**src/rtl/display_pkg.sv**
```systemverilog
// Shared constants, engine state type and address packing
// for the display write sequencer.
package display_pkg;

  localparam logic [7:0] PORT_ROW        = 8'h80;
  localparam logic [7:0] PORT_ATTR       = 8'h81;
  localparam logic [7:0] PORT_CMD        = 8'h82;
  localparam logic [7:0] PORT_STATUS     = 8'h83;
  localparam logic [7:0] PORT_CHAR_AUTO  = 8'h84;
  localparam logic [7:0] PORT_CURSOR_COL = 8'h85;

  localparam int CMD_CLEAR  = 0;
  localparam int CMD_SCROLL = 1;

  typedef enum logic [2:0] {
    ST_IDLE,
    ST_CLEAR,
    ST_SCROLL_RD,
    ST_SCROLL_WAIT,
    ST_SCROLL_WR
  } engState_t;

  function automatic logic [11:0] packAddr(
    input logic [4:0] row,
    input logic [6:0] col
  );
    return {row, col};
  endfunction

endpackage

```
**src/rtl/display_write_sequencer_if.sv**
```systemverilog
// CPU port bus plus display memory port, bundled.
// master = CPU/memory side, slave = sequencer.
interface display_write_sequencer_if;
  logic [7:0]  portId;
  logic [7:0]  writeData;
  logic        writeStrobe;
  logic [7:0]  readData;
  logic [11:0] memAddr;
  logic        memEn;
  logic        memWr;
  logic [15:0] memDataIn;
  logic [15:0] memDataOut;
  logic        busy;

  modport master (
    output portId, writeData, writeStrobe, memDataOut,
    input  readData, memAddr, memEn, memWr, memDataIn, busy
  );

  modport slave (
    input  portId, writeData, writeStrobe, memDataOut,
    output readData, memAddr, memEn, memWr, memDataIn, busy
  );
endinterface

```
**src/rtl/display_fill_engine.sv**
```systemverilog
// Clear / scroll-up engine: walks the text buffer one cell per
// granted cycle; a withheld grant freezes state and counters.
module display_fill_engine
  import display_pkg::*;
#(
  parameter int         ROWS      = 30,
  parameter int         COLS      = 80,
  parameter logic [7:0] FILL_CHAR = 8'h20
) (
  input  logic        clk,
  input  logic        reset,
  input  logic        startClear,
  input  logic        startScroll,
  input  logic        grant,
  input  logic [7:0]  attr,
  input  logic [15:0] memDataOut,
  output logic        busy,
  output logic        engEn,
  output logic        engWr,
  output logic [11:0] engAddr,
  output logic [15:0] engData
);

  localparam logic [4:0] LAST_ROW = 5'(ROWS - 1);
  localparam logic [4:0] SCR_ROW  = 5'(ROWS - 2);
  localparam logic [6:0] LAST_COL = 7'(COLS - 1);

  engState_t   state, nextState;
  logic [4:0]  row, nextRow;
  logic [6:0]  col, nextCol;
  logic [15:0] holdReg, nextHold;
  logic        wrapCol;

  always_ff @(posedge clk or posedge reset) begin
    if (reset) begin
      state   <= ST_IDLE;
      row     <= '0;
      col     <= '0;
      holdReg <= '0;
    end else begin
      state   <= nextState;
      row     <= nextRow;
      col     <= nextCol;
      holdReg <= nextHold;
    end
  end

  assign wrapCol = (col == LAST_COL);

  always_comb begin
    nextState = state;
    nextRow   = row;
    nextCol   = col;
    nextHold  = holdReg;
    unique case (state)
      ST_IDLE: begin
        if (startClear) begin
          nextState = ST_CLEAR;
          nextRow   = '0;
          nextCol   = '0;
        end else if (startScroll) begin
          nextState = ST_SCROLL_RD;
          nextRow   = '0;
          nextCol   = '0;
        end
      end
      ST_CLEAR: begin
        if (grant) begin
          nextCol = wrapCol ? 7'd0 : col + 7'd1;
          if (wrapCol && row == LAST_ROW)
            nextState = ST_IDLE;
          else if (wrapCol)
            nextRow = row + 5'd1;
        end
      end
      ST_SCROLL_RD: begin
        if (grant) nextState = ST_SCROLL_WAIT;
      end
      ST_SCROLL_WAIT: begin
        nextHold  = memDataOut;
        nextState = ST_SCROLL_WR;
      end
      ST_SCROLL_WR: begin
        if (grant) begin
          if (wrapCol && row == SCR_ROW) begin
            // last copied cell: blank the bottom row
            nextState = ST_CLEAR;
            nextRow   = LAST_ROW;
            nextCol   = '0;
          end else begin
            nextState = ST_SCROLL_RD;
            nextCol   = wrapCol ? 7'd0 : col + 7'd1;
            if (wrapCol) nextRow = row + 5'd1;
          end
        end
      end
      default: nextState = ST_IDLE;
    endcase
  end

  always_comb begin
    busy    = (state != ST_IDLE);
    engEn   = 1'b0;
    engWr   = 1'b0;
    engAddr = '0;
    engData = '0;
    unique case (state)
      ST_CLEAR: begin
        engEn   = 1'b1;
        engWr   = 1'b1;
        engAddr = packAddr(row, col);
        engData = {attr, FILL_CHAR};
      end
      ST_SCROLL_RD: begin
        engEn   = 1'b1;
        engAddr = packAddr(row + 5'd1, col);
      end
      ST_SCROLL_WR: begin
        engEn   = 1'b1;
        engWr   = 1'b1;
        engAddr = packAddr(row, col);
        engData = holdReg;
      end
      default: ;
    endcase
  end

endmodule

```
**src/rtl/display_write_sequencer.sv**
```systemverilog
// Port decode, CPU registers and memory-port arbitration (CPU first).
// Optional cursor auto-increment: DISPLAY_WRITE_SEQUENCER_AUTOINC_EN.
module display_write_sequencer
  import display_pkg::*;
#(
  parameter int         ROWS      = 30,
  parameter int         COLS      = 80,
  parameter logic [7:0] FILL_CHAR = 8'h20
) (
  input  logic clk,
  input  logic reset,
  display_write_sequencer_if.slave bus
);

  logic [4:0]  rowReg;
  logic [7:0]  attrReg;
  logic        charWr, rowWr, attrWr, cmdWr;
  logic        cpuWr, autoScroll;
  logic [11:0] cpuAddr;
  logic        startClear, startScroll;
  logic        engBusy, engEn, engWr;
  logic [11:0] engAddr;
  logic [15:0] engData;

  always_comb begin
    charWr = 1'b0;
    rowWr  = 1'b0;
    attrWr = 1'b0;
    cmdWr  = 1'b0;
    unique case (1'b1)
      bus.writeStrobe && !bus.portId[7]:
        charWr = 1'b1;
      bus.writeStrobe && bus.portId == PORT_ROW:
        rowWr = 1'b1;
      bus.writeStrobe && bus.portId == PORT_ATTR:
        attrWr = 1'b1;
      bus.writeStrobe && bus.portId == PORT_CMD:
        cmdWr = 1'b1;
      default: ;
    endcase
  end

  always_ff @(posedge clk or posedge reset) begin
    if (reset) begin
      rowReg  <= '0;
      attrReg <= 8'h0F;
    end else begin
      if (rowWr)  rowReg  <= bus.writeData[4:0];
      if (attrWr) attrReg <= bus.writeData;
    end
  end

`ifdef DISPLAY_WRITE_SEQUENCER_AUTOINC_EN
  localparam logic [4:0] LAST_ROW = 5'(ROWS - 1);
  localparam logic [6:0] LAST_COL = 7'(COLS - 1);

  logic [4:0] cursorRow;
  logic [6:0] cursorCol;
  logic       autoWr, colWr, atEnd;

  assign autoWr = bus.writeStrobe &&
                  bus.portId == PORT_CHAR_AUTO;
  assign colWr  = bus.writeStrobe &&
                  bus.portId == PORT_CURSOR_COL;
  assign atEnd  = cursorRow == LAST_ROW &&
                  cursorCol == LAST_COL;

  always_ff @(posedge clk or posedge reset) begin
    if (reset) begin
      cursorRow <= '0;
      cursorCol <= '0;
    end else begin
      if (rowWr) cursorRow <= bus.writeData[4:0];
      if (colWr) cursorCol <= bus.writeData[6:0];
      if (autoWr && cursorCol == LAST_COL) begin
        cursorCol <= '0;
        if (!atEnd) cursorRow <= cursorRow + 5'd1;
      end else if (autoWr) begin
        cursorCol <= cursorCol + 7'd1;
      end
    end
  end

  assign cpuWr      = charWr | autoWr;
  assign cpuAddr    = charWr ?
                      packAddr(rowReg, bus.portId[6:0]) :
                      packAddr(cursorRow, cursorCol);
  // auto-scroll is dropped, not queued, when the engine is busy
  assign autoScroll = autoWr && atEnd && !engBusy;
`else
  assign cpuWr      = charWr;
  assign cpuAddr    = packAddr(rowReg, bus.portId[6:0]);
  assign autoScroll = 1'b0;
`endif

  assign startClear  = cmdWr && !engBusy &&
                       bus.writeData[CMD_CLEAR];
  assign startScroll = (cmdWr && !engBusy &&
                        bus.writeData[CMD_SCROLL] &&
                        !bus.writeData[CMD_CLEAR]) ||
                       autoScroll;

  display_fill_engine #(
    .ROWS      (ROWS),
    .COLS      (COLS),
    .FILL_CHAR (FILL_CHAR)
  ) u_engine (
    .clk         (clk),
    .reset       (reset),
    .startClear  (startClear),
    .startScroll (startScroll),
    .grant       (!cpuWr),
    .attr        (attrReg),
    .memDataOut  (bus.memDataOut),
    .busy        (engBusy),
    .engEn       (engEn),
    .engWr       (engWr),
    .engAddr     (engAddr),
    .engData     (engData)
  );

  always_comb begin
    bus.memEn     = engEn;
    bus.memWr     = engWr;
    bus.memAddr   = engAddr;
    bus.memDataIn = engData;
    if (cpuWr) begin
      bus.memEn     = 1'b1;
      bus.memWr     = 1'b1;
      bus.memAddr   = cpuAddr;
      bus.memDataIn = {attrReg, bus.writeData};
    end
  end

  assign bus.busy     = engBusy;
  assign bus.readData = (bus.portId == PORT_STATUS) ?
                        {7'b0, engBusy} : 8'h00;

endmodule
```
**src/flat_wrapper.sv**
```systemverilog
// flat-port wrapper written by rule: the top's interface ports become plain ports
module display_write_sequencer_flat import display_pkg::*;
#(
  parameter int         ROWS      = 30,
  parameter int         COLS      = 80,
  parameter logic [7:0] FILL_CHAR = 8'h20
)
  (clk, reset, bus_portId, bus_writeData, bus_writeStrobe, bus_memDataOut, bus_readData, bus_memAddr, bus_memEn, bus_memWr, bus_memDataIn, bus_busy);
  display_write_sequencer_if bus_i ();
  input  logic clk;
  input  logic reset;
  input wire logic [$bits(bus_i.portId)-1:0] bus_portId;
  input wire logic [$bits(bus_i.writeData)-1:0] bus_writeData;
  input wire logic [$bits(bus_i.writeStrobe)-1:0] bus_writeStrobe;
  input wire logic [$bits(bus_i.memDataOut)-1:0] bus_memDataOut;
  output wire logic [$bits(bus_i.readData)-1:0] bus_readData;
  output wire logic [$bits(bus_i.memAddr)-1:0] bus_memAddr;
  output wire logic [$bits(bus_i.memEn)-1:0] bus_memEn;
  output wire logic [$bits(bus_i.memWr)-1:0] bus_memWr;
  output wire logic [$bits(bus_i.memDataIn)-1:0] bus_memDataIn;
  output wire logic [$bits(bus_i.busy)-1:0] bus_busy;
  assign bus_i.portId = bus_portId;
  assign bus_i.writeData = bus_writeData;
  assign bus_i.writeStrobe = bus_writeStrobe;
  assign bus_i.memDataOut = bus_memDataOut;
  assign bus_readData = bus_i.readData;
  assign bus_memAddr = bus_i.memAddr;
  assign bus_memEn = bus_i.memEn;
  assign bus_memWr = bus_i.memWr;
  assign bus_memDataIn = bus_i.memDataIn;
  assign bus_busy = bus_i.busy;
  display_write_sequencer #(.ROWS(ROWS), .COLS(COLS), .FILL_CHAR(FILL_CHAR)) u_core (.clk(clk), .reset(reset), .bus(bus_i));
endmodule
```
**config.mk**
```make
export PLATFORM = sky130hd
export DESIGN_NAME = display_write_sequencer_flat
export DESIGN_NICKNAME = d
export VERILOG_FILES = /design/src/rtl/display_pkg.sv /design/src/rtl/display_write_sequencer_if.sv /design/src/rtl/display_fill_engine.sv /design/src/rtl/display_write_sequencer.sv /design/src/flat_wrapper.sv
export SDC_FILE = /design/constraint.sdc
export NUM_CORES = 1
export LEC_CHECK = 0
export ABC_AREA = 1
export BUFFER_PORTS_ARGS = -buffer_cell sky130_fd_sc_hd__buf_2
export CORE_ASPECT_RATIO = 2
export CORE_MARGIN = 1
export CORE_UTILIZATION = 45
export CTS_CLUSTER_SIZE = 28
export DETAILED_ROUTE_END_ITERATION = 7
export GPL_TIMING_DRIVEN = 0
export PLACE_DENSITY = 0.72
export SLEW_MARGIN = 10
export SYNTH_ARGS = -nofsm -noshare
export SYNTH_HDL_FRONTEND = slang
export SYNTH_SLANG_ARGS = --single-unit
```
**constraint.sdc**
```tcl
create_clock -name clk -period 1.8 [get_ports clk]
set_input_delay 0.54 -clock clk [delete_from_list [all_inputs] [get_ports clk]]
set_output_delay 0.54 -clock clk [all_outputs]
set_load 0.02 [all_outputs]
```
# ---- After elaboration in Yosys (flattened, before gate mapping)
# Cells that the tools add are included.
dict set report classes {
  addsub 2
  eq_ne 17
  muxes 36
  n_reduce_logical 21
}
# operator n
set ops {}
lappend ops {{2-to-1 mux 7 bit} 6}
lappend ops {{2-to-1 mux 5 bit} 7}
lappend ops {{equality test 8 bit (second input constant)} 4}
lappend ops {{case mux 16 bit (2 select lines)} 1}
lappend ops {{case mux 12 bit (2 select lines)} 1}
lappend ops {{case mux 7 bit (3 select lines)} 1}
lappend ops {{2-to-1 mux 3 bit} 6}
lappend ops {{2-to-1 mux 16 bit} 1}
lappend ops {{case mux 3 bit (5 select lines)} 1}
lappend ops {{case mux 5 bit (3 select lines)} 1}
lappend ops {{2-to-1 mux 12 bit} 1}
lappend ops {{equality test 5 bit (second input constant)} 2}
lappend ops {{logical AND 1 bit} 10}
lappend ops {{inequality test 2 bit (second input constant)} 5}
lappend ops {{AND reduction 5 bit} 2}
lappend ops {{2-to-1 mux 1 bit} 9}
lappend ops {{adder 7 x 1 -> 7 bit (second input constant)} 1}
lappend ops {{equality test 7 bit (second input constant)} 1}
lappend ops {{equality test 3 x 2 -> 1 bit (second input constant)} 2}
lappend ops {{nonzero test 3 bit} 2}
lappend ops {{adder 5 x 1 -> 5 bit (second input constant)} 1}
lappend ops {{AND reduction 4 bit} 1}
lappend ops {{equality test 3 x 1 -> 1 bit (second input constant)} 1}
lappend ops {{equality test 3 bit (second input constant)} 1}
lappend ops {{6 further kinds} 8}
dict set report word_totals {
  regBits 44
  input_bits 35
  output_inout_bits 39
  elab_cells 82
}

# ---- Logic depth before layout (Yosys ltp)
dict set report depth {
  word_depth 9
  depth_mapped 11
  depth_no_buf 11
}

# ---- By module
# From an unflattened synthesis, not the netlist that was laid out.
dict set report unflattened {
  cells_unflattened 427
  area_unflattened_um2 3040.4
}
# mod instances cells_each area_each_um2 seq_area_each_um2
set by_module_without_submodules {}
lappend by_module_without_submodules {display_fill_engine 1 242 1888.1 775.7}
lappend by_module_without_submodules {display_write_sequencer 1 185 1152.4 330.3}

# ---- Least setup slack after synthesis
# OpenSTA, ideal clock, no wires.
dict set report synth_timing {
  kind {input-to-output}
  from {input bus_writeStrobe}
  to {output bus_memDataIn[3]}
  t_arrival_ns 1.632
  slack_ns -0.372
  cell_stages 6
  path_buffers 2
  path_cell_list {inv_2 -> nor2_2 -> inv_2 -> buf_2 -> clkbuf_1 -> o21ai_0}
}
dict set report synth_between {
  elab_chain_cells 3
}
# item line
set synth_lines {}
lappend synth_lines {{start: declaration} flat_wrapper.sv:14} ;# input wire logic [$bits(bus_i.writeStrobe)-1:0] bus_writeStrobe;
lappend synth_lines {{logical AND 1 bit} display_write_sequencer.sv:31} ;# bus.writeStrobe && !bus.portId[7]:
lappend synth_lines {{2-to-1 mux 1 bit} display_write_sequencer.sv:30} ;# unique case (1'b1)
lappend synth_lines {{2-to-1 mux 16 bit} display_write_sequencer.sv:127} ;# if (cpuWr) begin
lappend synth_lines {{end: declaration} flat_wrapper.sv:20} ;# output wire logic [$bits(bus_i.memDataIn)-1:0] bus_memDataIn;
# No other way between the ends.

# ---- Worst setup path after layout
dict set report layout_timing {
  from {register u_core.u_engine.state[2]}
  to {output bus_memAddr[0]}
}
dict set report layout_between {
  elab_chain_cells 4
}
# item line
set layout_lines {}
lappend layout_lines {{start: declaration} display_fill_engine.sv:28} ;# engState_t state, nextState;
lappend layout_lines {{start signal: assignment} display_fill_engine.sv:41} ;# state <= nextState;
lappend layout_lines {{equality test 3 bit / equality test 3 x 1 -> 1 bit (equally long branches)} display_fill_engine.sv:107} ;# unique case (state)
lappend layout_lines {{OR reduction 2 bit (no line)} -}
lappend layout_lines {{case mux 12 bit (2 select lines) (*)} display_fill_engine.sv:107}
lappend layout_lines {{2-to-1 mux 12 bit (*)} display_write_sequencer.sv:127}
lappend layout_lines {{end: declaration} flat_wrapper.sv:17} ;# output wire logic [$bits(bus_i.memAddr)-1:0] bus_memAddr;
# Mark *: on every way between the ends. The rest lies on a longest branch, timed or not.

==> results.cfg <==
[outcome]
violations = negative setup slack
outcome = complete, but fails checks

[detailed_routing]
wl_per_cell_um = 15.9
drcViolationCount = 0
vias_per_cell = 5.23
antenna_left = 0
first_iter_violations = 108
first_pass_iters = 4
routed_wl_mm = 8.82
vias = 2891

[clocking]
cts.sink_count = 44
ctsHoldBuffers = 0
clk_pin_slew_ns = 0.06
h-tree-depth = 2
cts_tree = built
clockBufferDepth = 2
cts_made_buffers = 5
clock-root-buffer = clkbuf_16
clkLatencyLatePin_ns = 0.29

[power_and_ir_drop]
power_density_nw_per_um2 = 1070
peakVddDrop_mv = 0.934
p_leak_uw = 0.00205

[yosys]
synthesis.instances = 362
synth_area_leaders = dfrtp_1, nand2_1, mux2_2
syn_area_per_cell_um2 = 7.89
yosysSeqAreaShare = 0.387
ys_seq_elements = 44
yosysWarnings = 0
synth_edf_count = 0
ys_top_cells_by_count = nand2_1, dfrtp_1, nand3_1, o21ai_0, inv_1
netlist_area_um2 = 2860
synthFlopType = dfrtp_1
synthArstFlopShare = 1.00
synth_area_leader_cell = dfrtp_1
synth.most_common_cell = nand2_1
yosysTopAreaCellShare = 0.350
synth_cell_types = 39

[floorplanning]
fp.dieW_um = 58.4
dieArea_um2 = 6690
initial_utilization = 0.472
core-area_um2 = 6060
io_pins = 74
die_y_um = 115
fp-row-count = 40

[finish]
nNetsFinal = 507
final.fill_count = 480
antennaDiodeCount = 0
area_delta_synth_final_pct = 45.9
post-route-util = 0.689
drive_gt1_frac = 0.488

[sta]
fin_setup_tns_ns = -7.90
slew_viol_final = 0
post-route-period-util = 1.17
fmax_mhz = 475
rsz0062_at_grt = yes
finClkSkew_ns = 0.00186
finalHoldViolCount = 0
setup_viol = 32
period_needed_ns = 2.10
postLayoutSetupSlackWorst_ns = -0.303

[global_routing]
top_usage_layer = met2
grt_pass1_wl_mm = 14.1
grt_antenna_before_repair = 0
grt_use_met2 = 0.518
grt_use_met1 = 0.282
grt_pass1_vias = 2915
overflow = 0
grt_start_max_net_pins = 36
grt_usage = 0.285
grt_use_met3 = 0.0452

[setup_path]
crit_arrival_ns = 1.56
crit_required_ns = 1.26
crit_fanout = 8
cp-start-kind = flip-flop
crit_start = u_core.u_engine.state[2]
path_class = reg2out
timing.rr.start = u_core.u_engine.state[1]
ff2ff_path_depth = 11
endpoint_kind = output port

[place]
gp_congestion = 0.853
io_buffers = 66
dp.final_hpwl_mm = 6.13

[worst_hold_path]
min_path_type = in2async

[job]
cap_violations = 0
==> flip-flops by register name, summed over array words and instances (netlist names) <==
signal	flops
u_core.u_engine.holdReg	16
u_core.u_engine.row	5
u_core.u_engine.state	3
u_core.rowReg	5
u_core.u_engine.col	7
u_core.attrReg	8
==> per-stage QoR <==
| step | total power [uW] | cell area [um^2] | hold WS [ns] | setup WS, ns | cells |
|---|---|---|---|---|---|
| floorplan | 2500 | 3030 | 0.453 | -0.0261 | 368 |
| global placement | 2860 | 3460 | 0.471 | -0.413 | 518 |
| detailed placement | 2900 | 3480 | 0.476 | -0.440 | 519 |
| CTS | 4330 | 4080 | 0.165 | -0.315 | 548 |
| global route | 4650 | 4170 | 0.180 | -0.365 | 553 |
| finish | 4440 | 4170 | 0.162 | -0.303 | 553 |
==> area by class of cell <==
type,count,area (um^2),share of cell area
Inverter,35,151,0.0363
Clock buffer,5,125,0.0300
Timing Repair Buffer,93,673,0.161
Sequential cell,44,1110,0.267
Tap cell,84,105,0.0252
Clock inverter,3,42.5,0.0102
Buffer,18,164,0.0393
Multi-Input combinational cell,271,1800,0.431
==> layout by cell type, fill, tap and decap left out, drive strengths merged <==
master / n
buf: 106
nand2: 108
mux2: 15
a21oi: 13
nand3b: 1
dfstp: 4
ha: 4
bufinv: 1
nand4: 3
a32o: 8
inv: 35
xor2: 5
clkbuf: 10
a22oi: 1
a31oi: 2
dfrtp: 40
o21ai: 34
nor3: 1
clkinvlp: 1
o2111ai: 1
nand3: 38
clkinv: 1
o21bai: 1
or2: 1
nor2: 27
conb: 7
and2: 1
==> cell families (layout without fill, tap and decap cells) <==
family,count (synthesis),in the layout,synth area share
AO/OA/AOI/OAI,60,60,0.131
XOR/XNOR,5,5,0.0153
AND/OR/NAND/NOR,180,180,0.305
flip-flops,44,44,0.387
multiplexers,15,15,0.0591
buffers and inverters,53,154,0.0841
adder cells (fa/ha/maj),4,4,0.0175
other,1,7,0.00131
==> timing repair <==
action / in CTS / in global routing
cloned: 1 / 0
gates resized for setup: 78 / 13
pin swaps: 14 / 12
buffers inserted: 20 / 5
endpoints found under the setup margin: 32 / 40
==> worst max-delay path: stages, from the launching register on <==
cell	delay [ns]
dfrtp_2	0.44
inv_4	0.13
nand3_4	0.15
nand2_8	0.13
inv_6	0.05
nand2_8	0.09
nand3_2	0.08
o21ai_2	0.07
buf_6	0.14
==> worst paths after layout <==
path                                                to  slack (ns)
max                                     bus_memAddr[0]       -0.30
min                        u_core.u_engine.holdReg[11]        0.16
max reg2reg                     u_core.u_engine.col[0]        0.05
min reg2reg                          u_core.attrReg[0]        0.50
max in group asynchronous            u_core.attrReg[3]        1.11
min in group clk            u_core.u_engine.holdReg[1]        0.48
==> routing by layer <==
| layer | wire, um | vias up | share of wire |
|---|---|---|---|
| met1 | 3020 | 1365 | 0.34 |
| met5 | 0 | - | 0 |
| met2 | 4930 | 94 | 0.56 |
| met4 | 580 | 0 | 0.066 |
| li1 | - | 1395 | - |
| met3 | 291 | 37 | 0.033 |
==> power breakdown <==
group          internal [uW]  switching (uW)  total, uW  leakage, uW
logic                    866            1130       1990      0.00142
registers               1240             164       1400     0.000550
clock network            652             399       1050    0.0000798
total                   2750            1690       4440      0.00205
Power figures use the tool's default switching activity.
